`config.mk`:
```
export PLATFORM = sky130hd
export DESIGN_NAME = cart_load_arbiter
export DESIGN_NICKNAME = d
export VERILOG_FILES = /design/src/rtl/cart_load_arbiter.sv
export SDC_FILE = /design/constraint.sdc
export NUM_CORES = 1
export LEC_CHECK = 0
export BUFFER_PORTS_ARGS = -buffer_cell sky130_fd_sc_hd__buf_2
export CORE_ASPECT_RATIO = 0.5
export CORE_MARGIN = 2
export CORE_UTILIZATION = 50
export DETAILED_ROUTE_END_ITERATION = 7
export HOLD_SLACK_MARGIN = 0.1
export PLACE_DENSITY = 0.91
export RECOVER_POWER = 25
export SYNTH_ARGS = -nofsm -noshare
export SYNTH_HDL_FRONTEND = slang
export SYNTH_SLANG_ARGS = --single-unit
```
`constraint.sdc`:
```
create_clock -name clk -period 6 [get_ports clk]
set_clock_uncertainty 0.05 [all_clocks]
set_input_delay 0.3 -clock clk [delete_from_list [all_inputs] [get_ports clk]]
set_output_delay 0.3 -clock clk [all_outputs]
set_load 0.05 [all_outputs]
```
`src/rtl/cart_load_arbiter.sv`:
```
// rtl/cart_load_arbiter.sv - cartridge RAM owner arbitrating HPS image download against CPU cart reads
// Downloads always win the single RAM port; the CPU is held until the image settles.

module cart_load_arbiter #(
   parameter int ADDR_W      = 14,
   parameter int HOLD_CYCLES = 16
) (
   input  logic              clk,
   input  logic              reset,
   input  logic              ioctl_download,
   input  logic              ioctl_wr,
   input  logic [15:0]       ioctl_addr,
   input  logic [7:0]        ioctl_data,
   input  logic              cpu_req,
   input  logic [ADDR_W-1:0] cpu_addr,
   output logic              cpu_ack,
   output logic [7:0]        cpu_rdata,
   output logic              cpu_hold,
   output logic              cart_valid,
   output logic [ADDR_W:0]   cart_size,
   output logic              cart_ovf,
   output logic [ADDR_W-1:0] mem_addr,
   output logic [7:0]        mem_wdata,
   output logic              mem_we,
   input  logic [7:0]        mem_rdata
);

   typedef enum logic [1:0] {S_EMPTY, S_LOAD, S_HOLD, S_READY} state_t;

   localparam int CNT_W = (HOLD_CYCLES < 2) ? 1 : $clog2(HOLD_CYCLES);

   state_t            state, state_nx;
   logic [CNT_W-1:0]  hold_cnt, hold_cnt_nx;
   logic              wr_req, wr_in_range, wr_ok, wr_drop;
   logic              load_entry, rd_go;
   logic [ADDR_W:0]   wr_end, size_base, size_nx;
   logic              ovf_nx;
   logic              ack_q, rd_real_q;

   assign wr_req      = ioctl_download & ioctl_wr;
   assign wr_in_range = ({1'b0, ioctl_addr} < (17'd1 << ADDR_W));
   assign wr_ok       = wr_req & wr_in_range;
   assign wr_drop     = wr_req & ~wr_in_range;
   assign wr_end      = {1'b0, ioctl_addr[ADDR_W-1:0]} + {{ADDR_W{1'b0}}, 1'b1};

   // A fresh load starts from zero, but its entry-cycle write must still count.
   assign load_entry = ioctl_download & ((state == S_EMPTY) | (state == S_READY));
   assign size_base  = load_entry ? '0 : cart_size;
   assign size_nx    = (wr_ok && (wr_end > size_base)) ? wr_end : size_base;
   assign ovf_nx     = (load_entry ? 1'b0 : cart_ovf) | wr_drop;

   assign rd_go = cpu_req & (state == S_READY) & ~wr_ok;

   always_comb begin
      state_nx    = state;
      hold_cnt_nx = '0;
      case (state)
         S_EMPTY, S_READY: begin
            if (ioctl_download) state_nx = S_LOAD;
         end
         S_LOAD: begin
            if (!ioctl_download) state_nx = (cart_size != '0) ? S_HOLD : S_EMPTY;
         end
         S_HOLD: begin
            if (ioctl_download) begin
               state_nx = S_LOAD;
            end else if (hold_cnt == CNT_W'(HOLD_CYCLES - 1)) begin
               state_nx = S_READY;
            end else begin
               hold_cnt_nx = hold_cnt + 1'b1;
            end
         end
         default: state_nx = S_EMPTY;
      endcase
   end

   always_ff @(posedge clk or negedge reset) begin
      if (!reset) begin
         state     <= S_EMPTY;
         hold_cnt  <= '0;
         cart_size <= '0;
         cart_ovf  <= 1'b0;
         ack_q     <= 1'b0;
         rd_real_q <= 1'b0;
      end else begin
         state     <= state_nx;
         hold_cnt  <= hold_cnt_nx;
         cart_size <= size_nx;
         cart_ovf  <= ovf_nx;
         ack_q     <= cpu_req;
         rd_real_q <= rd_go;
      end
   end

   assign cpu_hold   = (state == S_LOAD) | (state == S_HOLD);
   assign cart_valid = (state == S_READY);
   assign cpu_ack    = ack_q;
   assign cpu_rdata  = rd_real_q ? mem_rdata : 8'hFF;

   assign mem_we    = wr_ok;
   assign mem_addr  = wr_ok ? ioctl_addr[ADDR_W-1:0] : cpu_addr;
   assign mem_wdata = ioctl_data;

endmodule

```
==> out/qor.csv <==
metric;value;unit
result of the run;finished, final reports clean;
part of the Yosys area used for sequential elements;30.4;%
count of vias placed by the detailed router;1796;
FFs w/ async S/R, synth;100;%
register-to-register setup slack;2620;ps
highest net fanout along the worst path;16;
final setup vio count;0;
RSZ-0062 raised after global routing;false;
yosys warns;0;
most instantiated flip-flop cell in the synthesis netlist;dfrtp_1;
most common cell after layout, fill and taps aside;buf_2;
number of distinct library cells after synthesis;36;
number of instances in the synthesized netlist;212;
average routed wire per standard cell;14.6;microns
shortest clock period the worst path allows after layout;3380;ps
required time of the critical path;6100;ps
hold crit path type;in -> reg;
I/O pin count;101;
count of flip-flops with a built-in enable after synthesis;0;
count of hold buffers inserted by post-cts repair;1;
final WL;5000;microns
H-tree depth;1;
antenna diode count;0;
die span in x;93.0;microns
Inserted Clock Buffers;3;
buffer levels on the longest clock path;2;
fraction of final layout cells with drive strength greater than 1;36.1;%
number of nets in the synthesized netlist;284;
post-synthesis sequential element count;24;
pin count of the biggest net entering global routing;25;
number of global-route vias before repair;1737;
Least-Margin Pin Slew;1300;ps
number of buffers inserted to repair setup after CTS;0;
Cell Rows;16;
die area;4510;sq um
per-instance average area after synthesis;9.33;sq um
setup TNS after final layout;0;ps
residual overflow from global routing;0;
data arrival time of the critical path;3480;ps
Layout Area Growth over Synthesis;23.0;%
Root Buffer;clkbuf_8;
Final Cycle Share;56.3;%
Core Box Area;3840;sq um
category of the most critical setup path;reg -> reg;
leakage power of the design;1.22;nW
final hold violations;0;
relative slew slack;13.0;%
top achievable clock speed;0.296;GHz
clock latency at the later pin of the worst-skew pair;260;ps
IR drop worst, VDD;0.103;mV
gp weighted congestion;0.911;
number of detailed-routing iterations run before antenna repair;4;
top library cells by usage in the layout, fill and taps aside;buf_2 (83), nand2_1 (27), dfrtp_1 (24);
Post-DP HPWL;3970;microns
overall power;654;uW
post-synthesis instance area;1980;sq um
number of fillers in the final layout;332;
Slew Limit Fails;0;
element type at the critical path end;flip-flop;
global-route wire length before repair;8090;microns
count of antenna-violating nets left after detailed routing;0;
total of buffers placed on input and output ports;84;
overall fraction of global-route tracks in use;22.9;%
Setup crit start kind;flip-flop;
net count of the finished layout;362;
final routed DRC violation total;0;
number of clock sinks seen by CTS;24;
via count normalized by instance count;5.25;
Max Cap Violations;0;
die outline height;48.5;microns
starting density of the core;51.5;%
number of DRC markers in iteration 0;117;
TritonCTS clock tree;done;
Power per Cell Area;269;nW/um^2
clock transition at the registers of the reported paths;80;ps
initial antenna violation count;0;
number of gates given a new drive strength after cts;0;
[path summary, 6_finish.rpt]
path,from,endpoint,cells past startpoint
max,state[0],cart_size[14],11
min,cpu_req,cpu_ack,1
max reg2reg,state[0],cart_size[14],11
min reg2reg,hold_cnt[0],hold_cnt[0],1
max in group asynchronous,reset,hold_cnt[1],2
min in group asynchronous,reset,cart_size[9],2
[layout make-up]
class	instances	area (sq um)	area share [%]
Timing Repair Buffer	85	429	17.6
Clock buffer	3	41.3	1.70
Tap cell	54	67.6	2.78
Inverter	19	71.3	2.93
Sequential cell	24	601	24.7
Multi-Input combinational cell	157	1220	50.3
[per-layer routing]
layer | up-vias | share of wire (%) | track usage [%]
li1 | 883 | - | -
met1 | 837 | 43 | 29.0
met2 | 68 | 50 | 39.4
met3 | 8 | 5.6 | 3.58
met4 | 0 | 1.4 | 9.31
met5 | - | 0 | 0
[power by group]
group          leakage (nW)  switching, mW  total, mW  internal [mW]
clock network        0.0216         0.0504     0.0953         0.0449
registers             0.324         0.0252      0.213          0.187
logic                 0.874          0.247      0.346         0.0995
[flip-flops by register name, indices dropped and copies added (netlist names)]
signal / cells
rd_real_q: 1
cart_size: 15
state: 2
cpu_ack: 1
cart_ovf: 1
hold_cnt: 4
[metrics by stage]
stage / instances / setup slack, ps / hold WS, ps / cell area [sq um] / util [%]
finish: 342 / 2620 / 103 / 2430 / 63.3
detailed placement: 338 / 2670 / 257 / 2380 / 62.0
CTS: 342 / 2660 / 103 / 2430 / 63.3
floorplan: 212 / 3160 / -45.6 / 1980 / -
global placement: 338 / 2830 / 252 / 2380 / 62.0
global route: 342 / 2460 / 106 / 2430 / 63.3
[critical path: stages (launching register included)]
cell and delay, ps:
dfrtp_1 440, inv_1 70, ha_1 300, nand2_1 400
and2_1 230, inv_1 50, ha_1 280, and4_1 220
nand2_1 90, o21bai_1 190, a21oi_4 550, mux2_1 380
[synthesized netlist by cell type, types with 2 or more instances]
cell | number | area (sq um)
and4_1 | 6 | 52.6
mux2_2 | 14 | 158
nand4_1 | 3 | 18.8
buf_4 | 8 | 60.1
xnor2_1 | 7 | 61.3
nor2_1 | 4 | 15.0
a21oi_1 | 9 | 45.0
ha_1 | 21 | 263
inv_1 | 19 | 71.3
nor4_1 | 3 | 18.8
xor2_1 | 6 | 52.6
nand2b_1 | 9 | 56.3
and2_1 | 2 | 12.5
nand2_1 | 27 | 101
and3_1 | 5 | 31.3
dfrtp_1 | 24 | 601
nand3_1 | 7 | 35.0
o21ai_0 | 6 | 30.0
clkbuf_1 | 2 | 7.51
mux2i_1 | 14 | 140
[cells by family after synthesis]
family          share of synthesized area, %
simple gates                            20.2
buf+inv                                 7.84
mux                                     15.6
flops                                   30.4
compound gates                          6.96
fa+ha+maj                               13.3
xor+xnor                                5.76
Note: power is estimated with default switching activity, not from simulation.
